[src/rtl/pad_reader.sv]
// -----------------------------------------------------------------------------
// pad_reader
//   Polls two serial gamepads (shift-register style, 12 buttons each) at a
//   fixed interval. Each poll issues a latch strobe, then shifts in 12 bits
//   on pad_clk. The result is published on p1_btn/p2_btn together with a
//   one-cycle btn_valid pulse.
//
// Parameters
//   PAD_CLK_DIV   : clk cycles per pad_clk half-period (2..255)
//   POLL_INTERVAL : clk cycles between the starts of consecutive polls
//
// Ports
//   clk        in   sole clock, rising edge
//   reset_n    in   asynchronous active-low reset
//   pad_latch  out  latch strobe to both pads (registered)
//   pad_clk    out  shift clock to both pads, idles high (registered)
//   pad_data   in   [0]=P1, [1]=P2 serial data, active-low
//   p1_btn     out  P1 buttons, active-high, bit i = i-th shifted bit
//   p2_btn     out  P2 buttons, same ordering
//   btn_valid  out  one-cycle pulse when p1_btn/p2_btn update
//
// Build option
//   PAD_READER_DEBOUNCE_EN : when defined, a player's output only takes a new
//   value once two consecutive polls captured the same bits.
// -----------------------------------------------------------------------------
module pad_reader #(
  parameter int unsigned PAD_CLK_DIV   = 6,
  parameter logic [15:0] POLL_INTERVAL = 16'd40000
) (
  input  logic        clk,
  input  logic        reset_n,
  output logic        pad_latch,
  output logic        pad_clk,
  input  logic [1:0]  pad_data,
  output logic [11:0] p1_btn,
  output logic [11:0] p2_btn,
  output logic        btn_valid
);

  typedef enum logic [2:0] {
    ST_WAIT     = 3'd0,
    ST_LATCH    = 3'd1,
    ST_SHIFT_LO = 3'd2,
    ST_SHIFT_HI = 3'd3,
    ST_DONE     = 3'd4
  } state_t;

  localparam logic [15:0] POLL_LAST  = POLL_INTERVAL - 16'd1;
  localparam logic [8:0]  DIV_LAST   = 9'(PAD_CLK_DIV - 1);
  localparam logic [8:0]  LATCH_LAST = 9'(2 * PAD_CLK_DIV - 1);
  localparam logic [3:0]  BIT_LAST   = 4'd11;

  state_t      r_state;
  state_t      w_state_nxt;
  logic [15:0] r_poll_cnt;
  logic [8:0]  r_div_cnt;
  logic [3:0]  r_bit_idx;
  logic [11:0] r_shadow1;
  logic [11:0] r_shadow2;
  logic [11:0] r_p1_btn;
  logic [11:0] r_p2_btn;
  logic        r_btn_valid;
  logic        r_pad_latch;
  logic        r_pad_clk;

  logic        w_poll_wrap;
  logic        w_div_last;
  logic        w_latch_nxt;
  logic        w_clk_nxt;

  assign w_poll_wrap = (r_poll_cnt == POLL_LAST);
  assign w_div_last  = (r_div_cnt == DIV_LAST);

  // ---------------------------------------------------------------------------
  // FSM state register
  // ---------------------------------------------------------------------------
  always_ff @(posedge clk or negedge reset_n) begin
    if (!reset_n) begin
      r_state <= ST_WAIT;
    end else begin
      r_state <= w_state_nxt;
    end
  end

  // ---------------------------------------------------------------------------
  // FSM next state and next values of the pad strobes. The strobes are
  // computed from the next state so the registered pins line up exactly with
  // the state they belong to.
  // ---------------------------------------------------------------------------
  always_comb begin
    w_state_nxt = r_state;
    w_latch_nxt = 1'b0;
    w_clk_nxt   = 1'b1;
    case (r_state)
      ST_WAIT:     if (w_poll_wrap) w_state_nxt = ST_LATCH;
      ST_LATCH:    if (r_div_cnt == LATCH_LAST) w_state_nxt = ST_SHIFT_LO;
      ST_SHIFT_LO: if (w_div_last) w_state_nxt = ST_SHIFT_HI;
      ST_SHIFT_HI: begin
        if (w_div_last) begin
          w_state_nxt = (r_bit_idx == BIT_LAST) ? ST_DONE : ST_SHIFT_LO;
        end
      end
      ST_DONE:     w_state_nxt = ST_WAIT;
      default:     w_state_nxt = ST_WAIT;
    endcase
    w_latch_nxt = (w_state_nxt == ST_LATCH);
    w_clk_nxt   = (w_state_nxt != ST_SHIFT_LO);
  end

  // ---------------------------------------------------------------------------
  // Timing counters. The poll counter free-runs across the whole poll so the
  // period is exactly POLL_INTERVAL; wrapping coincides with LATCH entry.
  // The divider restarts on every state entry and is parked in WAIT.
  // ---------------------------------------------------------------------------
  always_ff @(posedge clk or negedge reset_n) begin
    if (!reset_n) begin
      r_poll_cnt <= 16'd0;
      r_div_cnt  <= 9'd0;
      r_bit_idx  <= 4'd0;
    end else begin
      r_poll_cnt <= w_poll_wrap ? 16'd0 : r_poll_cnt + 16'd1;

      if ((r_state == ST_WAIT) || (w_state_nxt != r_state)) begin
        r_div_cnt <= 9'd0;
      end else begin
        r_div_cnt <= r_div_cnt + 9'd1;
      end

      if (r_state == ST_LATCH) begin
        r_bit_idx <= 4'd0;
      end else if ((r_state == ST_SHIFT_HI) && w_div_last && (r_bit_idx != BIT_LAST)) begin
        r_bit_idx <= r_bit_idx + 4'd1;
      end
    end
  end

  // ---------------------------------------------------------------------------
  // Pad pins, registered for glitch-free outputs
  // ---------------------------------------------------------------------------
  always_ff @(posedge clk or negedge reset_n) begin
    if (!reset_n) begin
      r_pad_latch <= 1'b0;
      r_pad_clk   <= 1'b1;
    end else begin
      r_pad_latch <= w_latch_nxt;
      r_pad_clk   <= w_clk_nxt;
    end
  end

  // ---------------------------------------------------------------------------
  // Capture: sample in the last low cycle of pad_clk, just before the rising
  // edge that makes the pad advance. Wire data is inverted to active-high.
  // ---------------------------------------------------------------------------
  always_ff @(posedge clk or negedge reset_n) begin
    if (!reset_n) begin
      r_shadow1 <= 12'd0;
      r_shadow2 <= 12'd0;
    end else if ((r_state == ST_SHIFT_LO) && w_div_last) begin
      r_shadow1[r_bit_idx] <= ~pad_data[0];
      r_shadow2[r_bit_idx] <= ~pad_data[1];
    end
  end

  // ---------------------------------------------------------------------------
  // Publish: outputs only move at the end of DONE, so partial shifts are
  // never visible.
  // ---------------------------------------------------------------------------
`ifdef PAD_READER_DEBOUNCE_EN
  logic [11:0] r_prev1;
  logic [11:0] r_prev2;

  always_ff @(posedge clk or negedge reset_n) begin
    if (!reset_n) begin
      r_p1_btn    <= 12'd0;
      r_p2_btn    <= 12'd0;
      r_prev1     <= 12'd0;
      r_prev2     <= 12'd0;
      r_btn_valid <= 1'b0;
    end else begin
      r_btn_valid <= (r_state == ST_DONE);
      if (r_state == ST_DONE) begin
        // A value is accepted only when it matches the previous poll.
        if (r_shadow1 == r_prev1) r_p1_btn <= r_shadow1;
        if (r_shadow2 == r_prev2) r_p2_btn <= r_shadow2;
        r_prev1 <= r_shadow1;
        r_prev2 <= r_shadow2;
      end
    end
  end
`else
  always_ff @(posedge clk or negedge reset_n) begin
    if (!reset_n) begin
      r_p1_btn    <= 12'd0;
      r_p2_btn    <= 12'd0;
      r_btn_valid <= 1'b0;
    end else begin
      r_btn_valid <= (r_state == ST_DONE);
      if (r_state == ST_DONE) begin
        r_p1_btn <= r_shadow1;
        r_p2_btn <= r_shadow2;
      end
    end
  end
`endif

  assign pad_latch = r_pad_latch;
  assign pad_clk   = r_pad_clk;
  assign p1_btn    = r_p1_btn;
  assign p2_btn    = r_p2_btn;
  assign btn_valid = r_btn_valid;

endmodule

[config.mk]
export PLATFORM = sky130hd
export DESIGN_NAME = pad_reader
export DESIGN_NICKNAME = d
export VERILOG_FILES = /design/src/rtl/pad_reader.sv
export SDC_FILE = /design/constraint.sdc
export NUM_CORES = 1
export LEC_CHECK = 0
export BUFFER_PORTS_ARGS = -buffer_cell sky130_fd_sc_hd__buf_2
export CAP_MARGIN = 20
export CORE_UTILIZATION = 53
export DETAILED_ROUTE_END_ITERATION = 12
export PLACE_DENSITY = 0.82
export SYNTH_ARGS = -nofsm -noshare
export SYNTH_HDL_FRONTEND = slang
export SYNTH_SLANG_ARGS = --single-unit
[constraint.sdc]
create_clock -name clk -period 2.1 [get_ports clk]
set_clock_uncertainty 0.05 [all_clocks]
set_input_delay 0.21 -clock clk [delete_from_list [all_inputs] [get_ports clk]]
set_output_delay 0.21 -clock clk [all_outputs]
set_load 0.02 [all_outputs]
==> key figures <==
Setup path
  • Type of the worst setup path: reg2reg
  • Crit path launch type: register
  • CP required: 2.33 ns
  • Crit-path max cell delay: 0.54 ns
  • Critical path arrival: 2.30 ns
  • Critical path peak fanout: 3
  • Top cell by count, worst path: or4_4
  • Cell Chain, Critical Path: or4_4 > or4_4 > or4_4 > a21oi_2
  • Slowest CP cell: or4_4
  • Setup crit end kind: register

Floorplanning
  • DIE HEIGHT: 85.6 um
  • FP Rows: 30
  • Die X: 85.6 um
  • Core area: 6760 sq um
  • Initial Util: 54.8%
  • Die area: around 7300 sq um
  • Top Ports: 31

Yosys
  • Post-Synth XOR/XNOR Area: 4.26%
  • Compound-Gate Fraction of Synth Area: 3.24%
  • Mapped Area: 3700 sq um
  • EDFF count, synth: 0
  • Sequential element share of the synthesized area: approximately 56%
  • Yosys reg bits: 83
  • Synth Net Count: 327
  • Synth cell count leaders: 82 x dfrtp_1, 32 x inv_1, 26 x mux2i_1
  • Synth area leaders: dfrtp_1 55%, mux2_2 7.3%, mux2i_1 7.0%
  • Simple-gate share of the synthesized area: between 10 and 15%
  • Synth Flop Type: dfrtp_1
  • Multiplexer share of the synthesized area: 14.3%
  • Most frequent cell after synthesis: dfrtp_1
  • YS warnings: 0
  • Post-synth cell types: 44
  • Top cell type's share of synthesized area: a little under three fifths
  • Adder-Cell Fraction of Synth Area: about 2.4%
  • Synth Instances: 316
  • Largest family of logic cells by synthesized area: simple AND/OR/NAND/NOR gates
  • Area leader, netlist: dfrtp_1
  • Avg Inst Size Synth: ~12 sq um
  • Fraction of registers with async set/reset: 100%

Global routing
  • Pin count of the biggest net entering global routing: between 40 and 50
  • M3 GR Usage: ~4.7%
  • Gr ovfl total: 0
  • Met1 Track Usage GR: between 20% and 30%
  • Number of global-route vias before repair: 2,427
  • Met2 Use GR: 29.7%
  • Tot GR Track Use: 19.9%
  • Initial antenna violation count: 0
  • Gr busiest metal: met2
  • First-pass GRT wire length: 11.2 mm

Status
  • Outcome: complete, but fails checks
  • Failing checks: DRC

Drt
  • DR WL/cell: between 10 and 15 um
  • DR vias: 2,406
  • Final ANT Viol Nets: 0
  • Wirelength, routed: 6.46 mm
  • 1st-iter DRT viols: roughly 110
  • Via density: 5.39
  • Post-route DRC: 1
  • Drt pass-1 iters: 8

Timing
  • Min cycle time layout: 2.07 ns
  • RSZ-0062 raised after global routing: true
  • Max-slew headroom at the worst pin: roughly two thirds
  • PnR worst setup slack: 0.0321 ns
  • Slew @ Worst Pin: 0.488 ns
  • Fmax: 484 MHz
  • Final Cycle Share: 98.5%
  • Final Hold Viols: 0
  • Fin Setup TNS: 0 ns
  • Final Slew Violations: 0
  • # setup viols final: 0

Clocking
  • Reg clk slew, reported paths: 0.09 ns
  • Number of H-tree levels: 3
  • Max Buffers Root-to-Sink: 2
  • Num CTS Buffers: 9
  • Clk sinks: 83
  • Worst-Skew Late Latency: ~0.35 ns
  • CTS root buf: clkbuf_8
  • CTS tree: done

Layout
  • Final nets: between 300 and 400
  • Final core occ: 62.4%
  • Finished Layout Cells: 446
  • Share of post-route cells with drive strength above 1: 25.4%
  • Fillers: 534
  • Number of diodes: 0
  • Synth-to-Final Area Change: 13.7%

Worst hold path
  • HP Class: in2reg

Placed design
  • Routability cong.: 0.846
  • IO Port Bufs: 30
  • Placed insts: around 430
  • Post-DP HPWL: about 4.5 mm
  • Pre-CTS setup slack: 0.0505 ns

Flow run
  • Max Cap Viol: 0

Power and ir drop
  • PD cells: 650 nW/um^2
  • Total power: 2.74 mW
  • P_leak: between 2 and 2.5 nW
  • VDD IR max: 0.354 mV
-- cell type report --
type / instances / area [sq um] / area share, %
Tap cell: 80 / 100 / 2.38
Clock buffer: 10 / 128 / 3.03
Multi-Input combinational cell: 189 / 1450 / 34.4
Clock inverter: 6 / 48.8 / 1.16
Sequential cell: 83 / 2080 / 49.3
Inverter: 32 / 120 / 2.85
Timing Repair Buffer: 46 / 288 / 6.83
-- critical path: cells and delay by family, from the launching register on --
| kind | cells | cell delay [ns] |
|---|---|---|
| flip-flops | 1 | 0.38 |
| AND/OR/NAND/NOR | 3 | 1.43 |
| AO/OA/AOI/OAI | 1 | 0.14 |
-- worst paths after layout --
path | startpoint | to | slack (ns) | cells past startpoint
hold / removal | pad_data[0] | r_shadow1[5] | 0.17 | 2
setup reg to reg | r_div_cnt[7] | r_bit_idx[2] | 0.03 | 4
max in group asynchronous | reset_n | pad_clk | 1.04 | 3
min in group asynchronous | reset_n | p1_btn[9] | 0.30 | 2
setup / recovery | r_div_cnt[7] | r_bit_idx[2] | 0.03 | 4
hold reg to reg | r_poll_cnt[15] | r_poll_cnt[15] | 0.43 | 1
-- routing by layer --
metal / up-vias / routed length [um]
li1: 1177 / -
met1: 1168 / 3100
met2: 44 / 2980
met3: 17 / 190
met4: 0 / 187
met5: - / 0
-- sequential cells by signal, indices dropped and copies added, names as in the netlist, 3 cells and up --
register,flops
r_bit_idx,4
r_div_cnt,9
p2_btn,12
r_shadow2,12
r_shadow1,12
r_state,3
r_poll_cnt,16
p1_btn,12
-- cells by family (layout without fill, tap and decap cells) --
logic type / after synthesis / after routing
buffers and inverters: 44 / 94
flip-flops: 83 / 83
XOR/XNOR: 18 / 18
AND/OR/NAND/NOR: 95 / 95
AO/OA/AOI/OAI: 19 / 19
multiplexers: 50 / 50
adder cells (fa/ha/maj): 7 / 7
-- power by group --
part / internal (mW) / leakage (nW) / switching [mW]
registers: 1.62 / 1.09 / 0.0124
logic: 0.0203 / 1.04 / 0.0492
clock network: 0.444 / 0.0852 / 0.593
-- what timing repair did --
| item | CTS | global route |
|---|---|---|
| hold buffers | 1 | 0 |
| setup buffers | 0 | 3 |
| endpoints found under the hold margin | 35 | 0 |
| endpoints found under the setup margin | 0 | 7 |
| resized for setup | 0 | 2 |
-- cells in the final DEF (no fill, tap or decap), types with 2 or more instances in the layout --
master	netlist	final
dfrtp_1	82	82
inv_1	32	32
buf_2	0	29
mux2i_1	26	26
mux2_2	24	24
nor2_1	20	20
nand3_1	19	19
buf_4	1	15
nand2_1	11	11
xor2_1	10	10
clkbuf_8	0	9
xnor2_1	8	8
ha_1	7	7
o21ai_0	6	6
nand4b_1	5	5
a21oi_1	6	5
nand4_1	5	5
nor3_1	4	4
and4_1	4	4
or4_4	2	3
nor4_1	3	3
and2_1	3	3
and3_1	2	2
nor3b_1	2	2
and3b_1	2	2
nor2b_1	2	2
nand2b_1	2	2
inv_6	0	2
clkinvlp_4	0	2
-- metrics by stage --
step | hold slack (ns) | area, sq um
2_1_floorplan | -0.136 | 3700
3_3_place_gp | 0.138 | 4000
3_5_place_dp | 0.147 | 4000
4_1_cts | 0.153 | 4180
5_1_grt | 0.153 | 4210
6_report | 0.168 | 4210
Power figures use the tool's default switching activity.
